===== src/rtl/idli_mem_arb_m_if.sv =====
// Core-side handshake between the fetch/LSU requesters and the SQI SRAM arbiter.
// The arbiter connects through the slave modport; requesters (or a bench) use master.
interface idli_mem_arb_m_if;
  logic        i_fet_req;
  logic [15:0] i_fet_addr;
  logic        o_fet_gnt;
  logic        o_fet_done;
  logic        i_lsu_req;
  logic        i_lsu_we;
  logic [15:0] i_lsu_addr;
  logic [15:0] i_lsu_wdata;
  logic        o_lsu_gnt;
  logic        o_lsu_done;
  logic [15:0] o_rdata;
  logic        o_busy;

  modport slave (
    input  i_fet_req, i_fet_addr, i_lsu_req, i_lsu_we, i_lsu_addr, i_lsu_wdata,
    output o_fet_gnt, o_fet_done, o_lsu_gnt, o_lsu_done, o_rdata, o_busy
  );

  modport master (
    output i_fet_req, i_fet_addr, i_lsu_req, i_lsu_we, i_lsu_addr, i_lsu_wdata,
    input  o_fet_gnt, o_fet_done, o_lsu_gnt, o_lsu_done, o_rdata, o_busy
  );
endinterface


===== src/rtl/idli_mem_arb_m.sv =====
// Fetch/LSU arbiter and quad-SPI sequencer for the single SQI SRAM.
// Define IDLI_MEM_ARB_RR_EN for round-robin arbitration; default is lsu-over-fetch priority.
module idli_mem_arb_m #(
  parameter logic [7:0]  CMD_RD       = 8'h03,
  parameter logic [7:0]  CMD_WR       = 8'h02,
  parameter int unsigned RD_DUMMY_NIB = 2
) (
  input  logic               i_core_gck,
  input  logic               i_core_rst_n,
  idli_mem_arb_m_if.slave    io_bus,
  output logic               o_sqi_sck,
  output logic               o_sqi_cs,
  output logic               o_sqi_mode,
  output logic [3:0]         o_sqi_data,
  input  logic [3:0]         i_sqi_data
);

  typedef enum logic [2:0] {StIdle, StCmd, StAddr, StDummy, StData, StGap} state_e;

  state_e      r_state, w_state_nxt;
  logic        r_phase;
  logic [2:0]  r_nib;
  logic        r_own_lsu;
  logic        r_we;
  logic [15:0] r_addr;
  logic [15:0] r_wdata;
  logic [11:0] r_rd_buf;
  logic [15:0] r_rdata;

  logic        w_any;
  logic        w_pick_lsu;
  logic        w_last;
  logic        w_end;
  logic [7:0]  w_cmd;
  logic [23:0] w_addr24;

  assign w_any    = io_bus.i_fet_req | io_bus.i_lsu_req;
  assign w_cmd    = r_we ? CMD_WR : CMD_RD;
  assign w_addr24 = {7'b0, r_addr, 1'b0};

`ifdef IDLI_MEM_ARB_RR_EN
  logic r_last_lsu;

  // On a tie the requester that did not own the previous transaction wins.
  assign w_pick_lsu = io_bus.i_lsu_req & (~io_bus.i_fet_req | ~r_last_lsu);

  always_ff @(posedge i_core_gck or negedge i_core_rst_n) begin
    if (!i_core_rst_n) begin
      r_last_lsu <= 1'b0;
    end else if (r_state == StIdle && w_any) begin
      r_last_lsu <= w_pick_lsu;
    end
  end
`else
  assign w_pick_lsu = io_bus.i_lsu_req;
`endif

  always_comb begin
    w_last = 1'b0;
    case (r_state)
      StCmd:   w_last = (r_nib == 3'd1);
      StAddr:  w_last = (r_nib == 3'd5);
      StDummy: w_last = (r_nib == 3'(RD_DUMMY_NIB - 1));
      StData:  w_last = (r_nib == 3'd3);
      StGap:   w_last = 1'b1;
      default: w_last = 1'b0;
    endcase
  end

  assign w_end = r_phase & w_last;

  always_comb begin
    w_state_nxt = r_state;
    case (r_state)
      StIdle:  if (w_any) w_state_nxt = StCmd;
      StCmd:   if (w_end) w_state_nxt = StAddr;
      StAddr:  if (w_end) w_state_nxt = (!r_we && RD_DUMMY_NIB != 0) ? StDummy : StData;
      StDummy: if (w_end) w_state_nxt = StData;
      StData:  if (w_end) w_state_nxt = StGap;
      StGap:   if (w_end) w_state_nxt = StIdle;
      default: w_state_nxt = StIdle;
    endcase
  end

  always_ff @(posedge i_core_gck or negedge i_core_rst_n) begin
    if (!i_core_rst_n) begin
      r_state <= StIdle;
      r_phase <= 1'b0;
      r_nib   <= 3'd0;
    end else begin
      r_state <= w_state_nxt;
      if (r_state == StIdle) begin
        r_phase <= 1'b0;
        r_nib   <= 3'd0;
      end else begin
        r_phase <= ~r_phase;
        if (w_end) begin
          r_nib <= 3'd0;
        end else if (r_phase) begin
          r_nib <= r_nib + 3'd1;
        end
      end
    end
  end

  // Fetch never writes, whatever the LSU write-enable happens to be.
  always_ff @(posedge i_core_gck or negedge i_core_rst_n) begin
    if (!i_core_rst_n) begin
      r_own_lsu <= 1'b0;
      r_we      <= 1'b0;
      r_addr    <= 16'h0;
      r_wdata   <= 16'h0;
    end else if (r_state == StIdle && w_any) begin
      r_own_lsu <= w_pick_lsu;
      r_we      <= w_pick_lsu & io_bus.i_lsu_we;
      r_addr    <= w_pick_lsu ? io_bus.i_lsu_addr : io_bus.i_fet_addr;
      r_wdata   <= io_bus.i_lsu_wdata;
    end
  end

  always_ff @(posedge i_core_gck or negedge i_core_rst_n) begin
    if (!i_core_rst_n) begin
      r_rd_buf <= 12'h0;
      r_rdata  <= 16'h0;
    end else if (r_state == StData && r_phase && !r_we) begin
      case (r_nib[1:0])
        2'd0:    r_rd_buf[3:0]  <= i_sqi_data;
        2'd1:    r_rd_buf[7:4]  <= i_sqi_data;
        2'd2:    r_rd_buf[11:8] <= i_sqi_data;
        default: r_rdata        <= {i_sqi_data, r_rd_buf};
      endcase
    end
  end

  always_comb begin
    o_sqi_cs   = 1'b1;
    o_sqi_sck  = 1'b0;
    o_sqi_mode = 1'b1;
    o_sqi_data = 4'h0;
    case (r_state)
      StCmd: begin
        o_sqi_cs   = 1'b0;
        o_sqi_sck  = r_phase;
        o_sqi_data = r_nib[0] ? w_cmd[3:0] : w_cmd[7:4];
      end
      StAddr: begin
        o_sqi_cs  = 1'b0;
        o_sqi_sck = r_phase;
        case (r_nib)
          3'd0:    o_sqi_data = w_addr24[23:20];
          3'd1:    o_sqi_data = w_addr24[19:16];
          3'd2:    o_sqi_data = w_addr24[15:12];
          3'd3:    o_sqi_data = w_addr24[11:8];
          3'd4:    o_sqi_data = w_addr24[7:4];
          default: o_sqi_data = w_addr24[3:0];
        endcase
      end
      StDummy: begin
        o_sqi_cs   = 1'b0;
        o_sqi_sck  = r_phase;
        o_sqi_mode = 1'b0;
      end
      StData: begin
        o_sqi_cs  = 1'b0;
        o_sqi_sck = r_phase;
        if (r_we) begin
          case (r_nib[1:0])
            2'd0:    o_sqi_data = r_wdata[3:0];
            2'd1:    o_sqi_data = r_wdata[7:4];
            2'd2:    o_sqi_data = r_wdata[11:8];
            default: o_sqi_data = r_wdata[15:12];
          endcase
        end else begin
          o_sqi_mode = 1'b0;
        end
      end
      default: ;
    endcase
  end

  assign io_bus.o_fet_gnt  = (r_state == StIdle) & w_any & ~w_pick_lsu;
  assign io_bus.o_lsu_gnt  = (r_state == StIdle) & w_pick_lsu;
  assign io_bus.o_fet_done = (r_state == StGap) & ~r_phase & ~r_own_lsu;
  assign io_bus.o_lsu_done = (r_state == StGap) & ~r_phase & r_own_lsu;
  assign io_bus.o_rdata    = r_rdata;
  assign io_bus.o_busy     = (r_state != StIdle);

endmodule


===== src/flat_wrapper.sv =====
// flat-port wrapper written by rule: the top's interface ports become plain ports
module idli_mem_arb_m_flat 
#(
  parameter logic [7:0]  CMD_RD       = 8'h03,
  parameter logic [7:0]  CMD_WR       = 8'h02,
  parameter int unsigned RD_DUMMY_NIB = 2
)
  (i_core_gck, i_core_rst_n, o_sqi_sck, o_sqi_cs, o_sqi_mode, o_sqi_data, i_sqi_data, io_bus_i_fet_req, io_bus_i_fet_addr, io_bus_i_lsu_req, io_bus_i_lsu_we, io_bus_i_lsu_addr, io_bus_i_lsu_wdata, io_bus_o_fet_gnt, io_bus_o_fet_done, io_bus_o_lsu_gnt, io_bus_o_lsu_done, io_bus_o_rdata, io_bus_o_busy);
  idli_mem_arb_m_if io_bus_i ();
  input  logic i_core_gck;
  input  logic i_core_rst_n;
  output logic o_sqi_sck;
  output logic o_sqi_cs;
  output logic o_sqi_mode;
  output logic [3:0] o_sqi_data;
  input  logic [3:0] i_sqi_data;
  input wire logic [$bits(io_bus_i.i_fet_req)-1:0] io_bus_i_fet_req;
  input wire logic [$bits(io_bus_i.i_fet_addr)-1:0] io_bus_i_fet_addr;
  input wire logic [$bits(io_bus_i.i_lsu_req)-1:0] io_bus_i_lsu_req;
  input wire logic [$bits(io_bus_i.i_lsu_we)-1:0] io_bus_i_lsu_we;
  input wire logic [$bits(io_bus_i.i_lsu_addr)-1:0] io_bus_i_lsu_addr;
  input wire logic [$bits(io_bus_i.i_lsu_wdata)-1:0] io_bus_i_lsu_wdata;
  output wire logic [$bits(io_bus_i.o_fet_gnt)-1:0] io_bus_o_fet_gnt;
  output wire logic [$bits(io_bus_i.o_fet_done)-1:0] io_bus_o_fet_done;
  output wire logic [$bits(io_bus_i.o_lsu_gnt)-1:0] io_bus_o_lsu_gnt;
  output wire logic [$bits(io_bus_i.o_lsu_done)-1:0] io_bus_o_lsu_done;
  output wire logic [$bits(io_bus_i.o_rdata)-1:0] io_bus_o_rdata;
  output wire logic [$bits(io_bus_i.o_busy)-1:0] io_bus_o_busy;
  assign io_bus_i.i_fet_req = io_bus_i_fet_req;
  assign io_bus_i.i_fet_addr = io_bus_i_fet_addr;
  assign io_bus_i.i_lsu_req = io_bus_i_lsu_req;
  assign io_bus_i.i_lsu_we = io_bus_i_lsu_we;
  assign io_bus_i.i_lsu_addr = io_bus_i_lsu_addr;
  assign io_bus_i.i_lsu_wdata = io_bus_i_lsu_wdata;
  assign io_bus_o_fet_gnt = io_bus_i.o_fet_gnt;
  assign io_bus_o_fet_done = io_bus_i.o_fet_done;
  assign io_bus_o_lsu_gnt = io_bus_i.o_lsu_gnt;
  assign io_bus_o_lsu_done = io_bus_i.o_lsu_done;
  assign io_bus_o_rdata = io_bus_i.o_rdata;
  assign io_bus_o_busy = io_bus_i.o_busy;
  idli_mem_arb_m #(.CMD_RD(CMD_RD), .CMD_WR(CMD_WR), .RD_DUMMY_NIB(RD_DUMMY_NIB)) u_core (.i_core_gck(i_core_gck), .i_core_rst_n(i_core_rst_n), .io_bus(io_bus_i), .o_sqi_sck(o_sqi_sck), .o_sqi_cs(o_sqi_cs), .o_sqi_mode(o_sqi_mode), .o_sqi_data(o_sqi_data), .i_sqi_data(i_sqi_data));
endmodule

===== config.mk =====
export PLATFORM = sky130hd
export DESIGN_NAME = idli_mem_arb_m_flat
export DESIGN_NICKNAME = d
export VERILOG_FILES = /design/src/rtl/idli_mem_arb_m_if.sv /design/src/rtl/idli_mem_arb_m.sv /design/src/flat_wrapper.sv
export SDC_FILE = /design/constraint.sdc
export NUM_CORES = 1
export LEC_CHECK = 0
export BUFFER_PORTS_ARGS = -buffer_cell sky130_fd_sc_hd__buf_2
export CAP_MARGIN = 20
export CORE_ASPECT_RATIO = 1.2
export CORE_UTILIZATION = 45
export CTS_BUF_LIST = sky130_fd_sc_hd__clkbuf_8 sky130_fd_sc_hd__clkbuf_16
export DETAILED_ROUTE_END_ITERATION = 12
export GPL_TIMING_DRIVEN = 0
export PLACE_DENSITY = 0.67
export RECOVER_POWER = 25
export SLEW_MARGIN = 25
export SYNTH_ARGS = -nofsm -noshare
export SYNTH_HDL_FRONTEND = slang
export SYNTH_SLANG_ARGS = --single-unit

===== constraint.sdc =====
create_clock -name i_core_gck -period 2.2 [get_ports i_core_gck]
set_input_delay 0.44 -clock i_core_gck [delete_from_list [all_inputs] [get_ports i_core_gck]]
set_output_delay 0.44 -clock i_core_gck [all_outputs]
set_load 0.02 [all_outputs]

; Yosys cells after proc, flatten, opt, wreduce, memory -nomap -nowiden
; Index checks and enable logic that the tools add are counted.
[totals]
ff_bits = 69
latch_bits = 0
ram_bits = 0
mem_bits_ro = 0
inputBits = 57
out_inout_bits = 28
elab_cells = 84
memories = 0
[op_classes]
n_addsub = 1
n_mul = 0
div = 0
n_lt_le_gt_ge = 0
eq_ne = 18
n_shift = 0
n_mux = 24
bitwise_logic = 13
reduce_logical = 17
[ops]
columns = op, n
row1 = $mux W3, 10
row2 = $pmux W4 S3, 2
row3 = $pmux W4 S5, 1
row4 = $pmux W3 S6, 1
row5 = $mux W16, 1
row6 = $eq A3 B2 Y1 const B, 4
row7 = $eq A3 B3 Y1 const B, 4
row8 = $ne A2 B1 Y1 const B, 6
row9 = $and A1 B1 Y1, 8
row10 = $mux W4, 2
row11 = $reduce_and A2 Y1, 4
row12 = $eq A3 B1 Y1 const B, 2
row13 = $logic_not A3 Y1, 2
row14 = $reduce_and A6 Y1, 1
row15 = $reduce_bool A3 Y1, 2
row16 = $mux W1, 5
row17 = $not A1 Y1, 4
row18 = $pmux W1 S4, 1
row19 = $reduce_or A4 Y1, 1
row20 = $add A3 B1 Y3 const B, 1
row21 = $logic_and A1 B1 Y1, 3
row22 = $reduce_or A3 Y1, 1
row23 = $eq A2 B1 Y1 const B, 1
row24 = $eq A2 B2 Y1 const B, 1
row25 = 5 further kinds, 5

; Depth between registers and ports, before layout
; Gate-level depths: netlist of the first run.
[depth]
ltp_word = 6
mapped_depth = 7
depth_no_buf = 6

; Worst setup path after synthesis of the first run
; Ideal clock, no wire load.
[synth_path]
path_type = reg2out
start = register u_core.r_nib[0]
end = output o_sqi_data[3]
arrival_ns = 1.775
t_required_ns = 1.760
slack_ns = -0.015
path_stages_with_launch = 7
path_buffers = 1
path_cell_list = dfrtp_1 inv_1 ha_1 clkbuf_1 o21bai_1 and3_1 o21ai_0
[synth_between]
elab_chain_len = 4
word_cells_on_any_way = 12
cone_classes = eq/ne: 6 / mux: 4 / reduce/logical: 2
[synth_lines]
columns = element, line
row1 = from (decl), idli_mem_arb_m.sv:22  ; logic [2:0] r_nib;
row2 = from (signal assigned), idli_mem_arb_m.sv:100  ; r_nib <= r_nib + 3'd1;
row3 = $eq A2 B2 Y1 (tied with other cells), idli_mem_arb_m.sv:167  ; case (r_nib[1:0])
row4 = $pmux W4 S3, idli_mem_arb_m.sv:167
row5 = $mux W4, idli_mem_arb_m.sv:166  ; if (r_we) begin
row6 = $pmux W4 S3 (*), idli_mem_arb_m.sv:140  ; case (r_state)
row7 = to (decl), flat_wrapper.sv:15  ; output logic [3:0] o_sqi_data;
; Every way passes the cells marked *; elsewhere a longest branch is shown, timed or not.

; Worst setup path in the final report of the first run
[layout_path]
start = register u_core.r_nib[1]
end = output o_sqi_data[1]
; Same word-level chain as after synthesis.

==> results.toml, run 1 <==
[outcome]
outcome = "finished with violations"
failed_checks = "setup timing"

[clock_tree]
cts_tree = "done"
numClockSinks = 69
cts_max_path_buffers = 2
cts-buffers-inserted = 9
root_buffer = "clkbuf_8"
htree_levels = 3
clk_latency_ps = 350
holdBufCountCts = 0
clk_pin_slew_worst_paths_ps = 80

[sta]
drv_slew = 0
finalCritPeriodShare_pct = 115.2
finalSetupTns_ps = -1156
finalSetupViolations = 4
max_freq_ghz = 0.3946
worst_slack_ps = -334.3
hold_viol = 0
fin_skew_ps = 8.701
rsz0062_at_grt = "true"
slew_headroom_pct = 5.344
whs_ps = 276.8
fin_crit_ps = 2534
tightest_slew_ps = 1420

[grt]
grt_max_degree = 44
antenna_found_initial = 0
gr-usage-met1_pct = 25.33
use_met3_pct = 4.455
top_usage_layer = "met2"
grt.overflow.total = 0
grt_usage_pct = 22.47
grt_pass1_wl_mm = 13.17
grt_use_met2_pct = 39.76
grt_pass1_vias = 2934

[cells_and_area]
drive_gt1_share_pct = 41.42
syn2layout_area_growth_pct = 30.30
stdcell_count = 524
antenna_cells = 0
layout_commonest_cell = "buf_2"
post-route-util_pct = 62.08
stdcell_area_um2 = 4332
mostFrequentLayoutCells = "buf_2 (84), dfrtp_1 (67), nand2_1 (63)"
layout.nets = 495

[power_and_ir_drop]
p_seq_share_pct = 38.1
totalPowerFinal_mw = 5.337
cellPowerDensity_nw_per_um2 = 1232
p_int_mw = 3.213
pwr-share-comb_pct = 43.2
p_leak_nw = 2.059
p_sw_share_pct = 39.79
p_switching_mw = 2.124
clkPwrFrac_pct = 18.8
peakVddDrop_mv = 0.6382

[die]
placementRows = 33
start_util_pct = 47.64
dieWidth_um = 80.46
die_h_um = 96.16
core_area_um2 = 6978
die_area_um2 = 7737
pin_count = 85

[yosys]
syn_area_um2 = 3324
synth_nets = 384
seq_area_frac_synth_pct = 51.94
ys_seq_elements = 69
async_flop_share_pct = 100.0
synth_cell_types = 44
synth-edff-count = 0
syn_inst = 321
yosys_most_used_dff = "dfrtp_1"
syn_area_per_cell_um2 = 10.36
yosysWarnings = 0

[worst_setup_path]
r2r-start = "u_core.r_nib[2]"
endpoint_kind = "output port"
worst_ep_required_time_ps = 1760
reg2reg_depth = 7
startpoint_type = "register"
cp_max_fo = 4
max_stage_delay_ps = 420
crit_chain = "inv_2, ha_4, clkbuf_16, a222oi_1, a21oi_1, a32oi_1, o21ai_1, buf_4"
crit_family = "compound AO/OA/AOI/OAI gates"
crit_buf_inv = 3
rrSetupSlack_ps = 350
path_class = "register to output port"
slowest_stage = "dfrtp_1"
r2r-end = "u_core.r_nib[0]"
cp.arrival_ps = 2090

[flow_run]
cap_viol_max_count = 0

[worst_hold_path]
holdPathStages = 3
worstHoldStart = "io_bus_i_lsu_wdata[2]"
min_path_type = "input port to register"
holdPathEnd = "u_core.r_wdata[2]"

[place]
post-place-ws_ps = -286.2
gp_congestion = 0.8236
placedCellCount = 492
dp_hpwl_mm = 5.836
dpl-instance-area_um2 = 3871
io_buffers = 83

[routing]
drc = 0
wl_per_cell_um = 15.91
routed_wl_mm = 8.339
first_pass_iters = 4
drt-initial-drc-count = 162
postRouteAntennaNets = 0
via_per_inst = 5.584
vias = 2926
[worst register-to-register path, cell delays in order, from the launching register on]
cell and delay [ps]:
dfrtp_1 400, buf_2 200, inv_1 140, ha_4 180, buf_4 120, nor3b_1 40, o311ai_1 460, o21ai_0 170
[cell usage after synthesis, types with 2 or more instances]
| cell | number | share of area, % |
|---|---|---|
| nand3_1 | 2 | 0.30 |
| dfrtp_1 | 69 | 52 |
| nor3_1 | 3 | 0.45 |
| mux2_4 | 10 | 4.5 |
| and3_1 | 5 | 0.94 |
| a22oi_1 | 2 | 0.45 |
| nand2_1 | 64 | 7.2 |
| a21oi_1 | 21 | 3.2 |
| buf_6 | 2 | 0.68 |
| o21ai_0 | 15 | 2.3 |
| a222oi_1 | 4 | 1.2 |
| mux2_2 | 18 | 6.1 |
| nor2_1 | 8 | 0.90 |
| o22ai_1 | 30 | 5.6 |
| nand2b_1 | 3 | 0.56 |
| a32oi_1 | 4 | 1.1 |
| nor2b_1 | 3 | 0.56 |
| inv_1 | 9 | 1.0 |
| buf_2 | 5 | 0.75 |
| ha_1 | 6 | 2.3 |
| nand3b_1 | 3 | 0.68 |
| clkbuf_1 | 12 | 1.4 |
| o211ai_1 | 2 | 0.45 |
[repair_timing]
item	CTS	global route
setup endpoints to repair	6	8
setup buffers	12	6
cloned	0	0
resized for setup	31	16
pin swaps	9	7
[worst max-delay path by stage]
stage,cells past startpoint,to,startpoint,slack (ps)
floorplan,6,o_sqi_data[1],u_core.r_nib[0],20
global placement,6,io_bus_o_fet_gnt,io_bus_i_fet_req,-280
detailed placement,6,io_bus_o_fet_gnt,io_bus_i_fet_req,-290
CTS,8,o_sqi_data[1],u_core.r_nib[1],-310
global route,8,o_sqi_data[1],u_core.r_nib[1],-410
finish,8,o_sqi_data[1],u_core.r_nib[1],-330
[routing by layer]
layer	up-vias	share of wire (%)
li1	1388	-
met4	0	3.7
met1	1421	42
met2	97	50
met5	-	0
met3	20	4.5
[registers in the layout (all words and copies together), names as in the netlist]
signal / flops
u_core.r_wdata: 16
u_core.r_addr: 16
u_core.r_state: 3
u_core.io_bus.o_rdata: 16
u_core.r_nib: 3
u_core.r_rd_buf: 12
u_core.r_phase: 1
u_core.r_own_lsu: 1
u_core.r_we: 1
[final cells by class]
class                   instances  area [µm²]
clock inverters                 7       68.82
fillers                       587        2646
clock buffers                   9       123.9
well taps                      87       108.9
multi-input cells             224        1587
repair buffers                102       570.5
flip-flops and latches         69        1729
inverters                       9       33.78
plain buffers                  17       110.1
[power by group through the flow]
stage | Clock (mW) | Sequential [mW] | Combinational (mW)
final | 1.00 | 2.03 | 2.30
after global routing | 1.07 | 2.08 | 2.53
after CTS | 1.01 | 2.02 | 2.17
after detailed placement | 0 | 2.04 | 1.95
after global placement | 0 | 2.02 | 1.90
after floorplan | 0 | 1.95 | 1.43
[logic make-up (layout without fill, tap and decap cells)]
| logic type | after synthesis | count (layout) | share of synthesized area [%] |
|---|---|---|---|
| flops | 69 | 69 | 51.94 |
| simple gates | 101 | 101 | 14.49 |
| compound gates | 88 | 88 | 16.64 |
| xor+xnor | 1 | 1 | 0.2635 |
| buf+inv | 28 | 144 | 3.801 |
| fa+ha+maj | 6 | 6 | 2.258 |
| mux | 28 | 28 | 10.61 |
No activity file was read; power rests on OpenSTA's default activity.
==> run 2, diff against run 1 <==
- PLACE_DENSITY: 0.67 -> 0.77
- SETUP_SLACK_MARGIN: unset -> 0.2
==> results.toml, run 2 (synthesis results as in run 1) <==
[routing]
routed_wl_mm = 8.864
vias = 3035
postRouteAntennaNets = 0
wl_per_cell_um = 16.54
via_per_inst = 5.662
drt-initial-drc-count = 143
first_pass_iters = 5
drc = 0

[clock_tree]
numClockSinks = 69
clk_latency_ps = 350
cts_max_path_buffers = 2
cts_tree = "done"
root_buffer = "clkbuf_8"
htree_levels = 3
cts-buffers-inserted = 9
clk_pin_slew_worst_paths_ps = 90

[sta]
drv_slew = 0
worst_slack_ps = -290.5
hold_viol = 0
finalSetupViolations = 4
rsz0062_at_grt = "true"
finalCritPeriodShare_pct = 113.2
tightest_slew_ps = 1311
slew_headroom_pct = 12.57
fin_crit_ps = 2490
fin_skew_ps = 11.16
finalSetupTns_ps = -1054
max_freq_ghz = 0.4015

[worst_hold_path]
holdPathEnd = "u_core.r_wdata[11]"
worstHoldStart = "io_bus_i_lsu_wdata[11]"
holdPathStages = 3
min_path_type = "input port to register"

[die]
dieWidth_um = 80.46
placementRows = 33
die_area_um2 = 7737
core_area_um2 = 6978
start_util_pct = 47.64
die_h_um = 96.16
pin_count = 85

[cells_and_area]
antenna_cells = 0
stdcell_area_um2 = 4606
syn2layout_area_growth_pct = 38.54
layout.nets = 507
multiInputGateArea_um2 = 1637
layout_commonest_cell = "buf_2"
drive_gt1_share_pct = 45.21
fillerInstances = 515
mostFrequentLayoutCells = "buf_2 (77), dfrtp_1 (68), nand2_1 (62)"
seq_area_um2 = 1728

[worst_setup_path]
cp.arrival_ps = 2050
r2r-end = "u_core.r_nib[0]"
reg2reg_depth = 7
path_class = "register to output port"
max_stage_delay_ps = 430
crit_chain = "inv_2, ha_2, clkbuf_8, buf_12, o21bai_2, and3_1, o21ai_2, buf_6"
startpoint_type = "register"
worst_ep_required_time_ps = 1760
crit_family = "buffers and inverters"
crit_buf_inv = 4
slowest_stage = "dfrtp_2"
r2r-start = "u_core.r_nib[0]"
endpoint_kind = "output port"
cp_max_fo = 7
rrSetupSlack_ps = 320

[power_and_ir_drop]
p_seq_share_pct = 34.1
p_sw_share_pct = 39.38
pwr-share-comb_pct = 47.9
clkPwrFrac_pct = 18.0
p_leak_nw = 2.181
p_int_mw = 3.625
p_switching_mw = 2.355
peakVddDrop_mv = 0.9552
cellPowerDensity_nw_per_um2 = 1298
totalPowerFinal_mw = 5.980

[place]
dp_hpwl_mm = 5.924
dpl-instance-area_um2 = 3890
io_buffers = 83
gp_congestion = 0.8304

[grt]
grt_pass1_vias = 2998
grt_pass1_wl_mm = 14.25
grt.overflow.total = 0
grt_max_degree = 47
grt_usage_pct = 24.37
antenna_found_initial = 0

[outcome]
failed_checks = "setup timing"
outcome = "finished with violations"

[flow_run]
cap_viol_max_count = 0
run 2: cell count changes in the layout (fill, tap and decap cells not counted), moves of 3 or more:
cell        change
buf_12          +3
buf_2           -7
buf_6          +14
clkbuf_1        -3
clkinvlp_4      -3
inv_1           -3
inv_6           +4
nor2_2          -3
nor2_4          +3
o21ai_1         -3
o21ai_2         +4
run 2: area by class of cell:
type / instances / area share [%]
multi-input combinational: 224 / 35.53
tap: 87 / 2.363
sequential: 69 / 37.52
buffer: 19 / 3.124
inverter: 9 / 0.7878
clock inverter: 7 / 1.711
timing repair buffer: 112 / 16.27
clock buffer: 9 / 2.689
run 2: per-layer routing:
layer	track usage, %	share of wire [%]	vias up
li1	-	-	1414
met1	28.41	40	1485
met2	43.22	52	119
met3	4.171	5.6	17
met4	11.61	2.4	0
met5	0	0	-
run 2: what timing repair did:
| action | 4_1_cts | 5_1_grt |
|---|---|---|
| buffers inserted | 18 | 9 |
| gates resized for setup | 58 | 33 |
| setup endpoints to repair | 9 | 23 |
| pin swaps | 9 | 7 |
| endpoints found under the hold margin | 23 | 0 |
| hold buffers | 1 | 0 |
run 2: how the worst max path moves through the flow:
| stage | cells after the start | from | slack [ps] | endpoint |
|---|---|---|---|---|
| after CTS | 8 | u_core.r_nib[0] | -260 | o_sqi_data[3] |
| after floorplan | 6 | u_core.r_nib[0] | 220 | o_sqi_data[3] |
| final | 8 | u_core.r_nib[0] | -290 | o_sqi_data[3] |
| after detailed placement | 6 | io_bus_i_fet_req | -260 | io_bus_o_fet_gnt |
| after global routing | 7 | u_core.r_nib[1] | -370 | o_sqi_data[1] |
| after global placement | 6 | io_bus_i_fet_req | -290 | io_bus_o_fet_gnt |
run 2: worst min-delay path: stages:
cell	delay (ps)
buf_2	70
nand2_1	40
nand2_1	40
run 2: metrics by stage:
stage	std cells	utilization, %	setup WS [ps]	hold slack, ps
after floorplan	321	-	217.5	144.4
after global placement	491	55.32	-285.1	454.3
after detailed placement	492	55.75	-262.3	367.0
after CTS	527	63.80	-264.4	257.0
after global routing	536	66.00	-366.1	272.5
final	536	66.00	-290.5	269.8
run 2: power by group through the flow:
stage / sequential (mW) / clock (mW) / combinational, mW
final: 2.04 / 1.08 / 2.87
after global routing: 2.08 / 1.15 / 3.12
after CTS: 2.01 / 1.09 / 2.49
after detailed placement: 2.04 / 0 / 1.97
after global placement: 2.02 / 0 / 1.91
after floorplan: 1.95 / 0 / 1.45
==> run 3, diff against run 2 <==
- CELL_PAD_IN_SITES_DETAIL_PLACEMENT: unset -> 0
- CELL_PAD_IN_SITES_GLOBAL_PLACEMENT: unset -> 1
- CORE_UTILIZATION: 45 -> 40
- MAX_ROUTING_LAYER: unset -> met4
- PLACE_DENSITY: 0.77 -> 0.87
==> results.toml, run 3 (synthesis results as in run 1) <==
[outcome]
outcome = "finished with violations"
failed_checks = "setup timing"

[sta]
max_freq_ghz = 0.3950
slew_headroom_pct = 27.26
fin_crit_ps = 2532
finalSetupViolations = 4
finalCritPeriodShare_pct = 115.1
tightest_slew_ps = 1091
finalSetupTns_ps = -1182
drv_slew = 0
worst_slack_ps = -331.7
whs_ps = 282.6
fin_skew_ps = 12.31
rsz0062_at_grt = "true"
hold_viol = 0

[routing]
vias = 2984
postRouteAntennaNets = 0
routed_wl_mm = 8.988
first_pass_iters = 4
wl_per_cell_um = 16.68
drt-initial-drc-count = 101
drc = 0
via_per_inst = 5.536

[cells_and_area]
mostFrequentLayoutCells = "buf_2 (79), dfrtp_1 (68), nand2_1 (62)"
syn2layout_area_growth_pct = 37.22
stdcell_count = 539
layout_commonest_cell = "buf_2"
layout.nets = 502
antenna_cells = 0
drive_gt1_share_pct = 43.69

[place]
placedCellCount = 500
dp_hpwl_mm = 6.183
io_buffers = 83
gp_congestion = 0.8085

[clock_tree]
clk_pin_slew_worst_paths_ps = 80
root_buffer = "clkbuf_8"
htree_levels = 3
cts-buffers-inserted = 9
cts_max_path_buffers = 2
cts_tree = "done"
clk_latency_ps = 350
numClockSinks = 69

[die]
dieWidth_um = 85.22
core_area_um2 = 8108
die_area_um2 = 8681
die_h_um = 101.9
start_util_pct = 41.00
placementRows = 36
pin_count = 85

[worst_hold_path]
min_path_type = "input port to register"

[power_and_ir_drop]
p_leak_nw = 2.141
peakVddDrop_mv = 0.6153
cellPowerDensity_nw_per_um2 = 1300

[grt]
grt_usage_pct = 22.13
grt_pass1_vias = 2932
grt.overflow.total = 0
antenna_found_initial = 0
grt_pass1_wl_mm = 14.39
grt_max_degree = 51

[worst_setup_path]
worst_ep_required_time_ps = 1760
startpoint_type = "register"
endpoint_kind = "output port"
cp_max_fo = 7
path_class = "register to output port"
cp.arrival_ps = 2090

[flow_run]
cap_viol_max_count = 0
run 3: area by class of cell:
class / instances / area (µm²)
Buffer: 19 / 151.4
Clock buffer: 9 / 123.9
Tap cell: 95 / 118.9
Fill cell: 703 / 3546
Sequential cell: 69 / 1728
Timing Repair Buffer: 107 / 665.6
Multi-Input combinational cell: 224 / 1634
Clock inverter: 7 / 98.84
Inverter: 9 / 41.29
run 3: routing by layer:
metal  track usage, %  up-vias  wire, µm
met4            7.953        0       125
met1            26.60     1465      3882
met3            3.716       11       334
li1                 -     1405         -
met5                -        -         0
met2            37.72      103      4645
run 3: stage by stage:
| stage | utilization [%] | area, µm² | power (mW) | worst slack [ps] |
|---|---|---|---|---|
| 5_1_grt | 56.27 | 4562 | 6.300 | -420.0 |
| 4_1_cts | 54.57 | 4424 | 5.669 | -261.8 |
| 3_3_place_gp | 47.73 | 3870 | 3.959 | -408.3 |
| 6_report | 56.27 | 4562 | 5.931 | -331.7 |
| 2_1_floorplan | - | 3336 | 3.397 | 217.5 |
| 3_5_place_dp | 48.10 | 3900 | 4.045 | -387.0 |
run 3: where the power goes:
group	leakage [nW]	internal, mW	switching (mW)	total [mW]
sequential	0.817	1.70	0.328	2.03
combinational	1.21	1.27	1.48	2.74
clock	0.110	0.644	0.517	1.16
total	2.14	3.61	2.32	5.93
run 3: final timing paths:
path,from,endpoint,slack (ps),depth (start not counted)
max,u_core.r_nib[1],o_sqi_data[3],-330,7
min,io_bus_i_lsu_wdata[0],u_core.r_wdata[0],280,3
max reg2reg,u_core.r_state[2],u_core.r_wdata[11],320,9
min reg2reg,u_core.r_wdata[14],u_core.r_wdata[14],490,2
max in group asynchronous,i_core_rst_n,u_core.r_nib[0],350,3
min in group asynchronous,i_core_rst_n,u_core.r_wdata[3],820,2
run 3: critical path: stages, from the launching register on:
cell and delay (ps):
dfrtp_1 400, buf_4 170, ha_1 230, nor3_1 280, o21bai_2 150, and3_1 230
o21ai_2 160, buf_6 140
run 3: timing repair:
action | CTS | global route
buffers inserted | 12 | 10
setup endpoints to repair | 11 | 14
gates resized for setup | 54 | 27
gates cloned | 0 | 0
hold buffers | 1 | 0
pin swaps | 7 | 5
endpoints found under the hold margin | 19 | 0
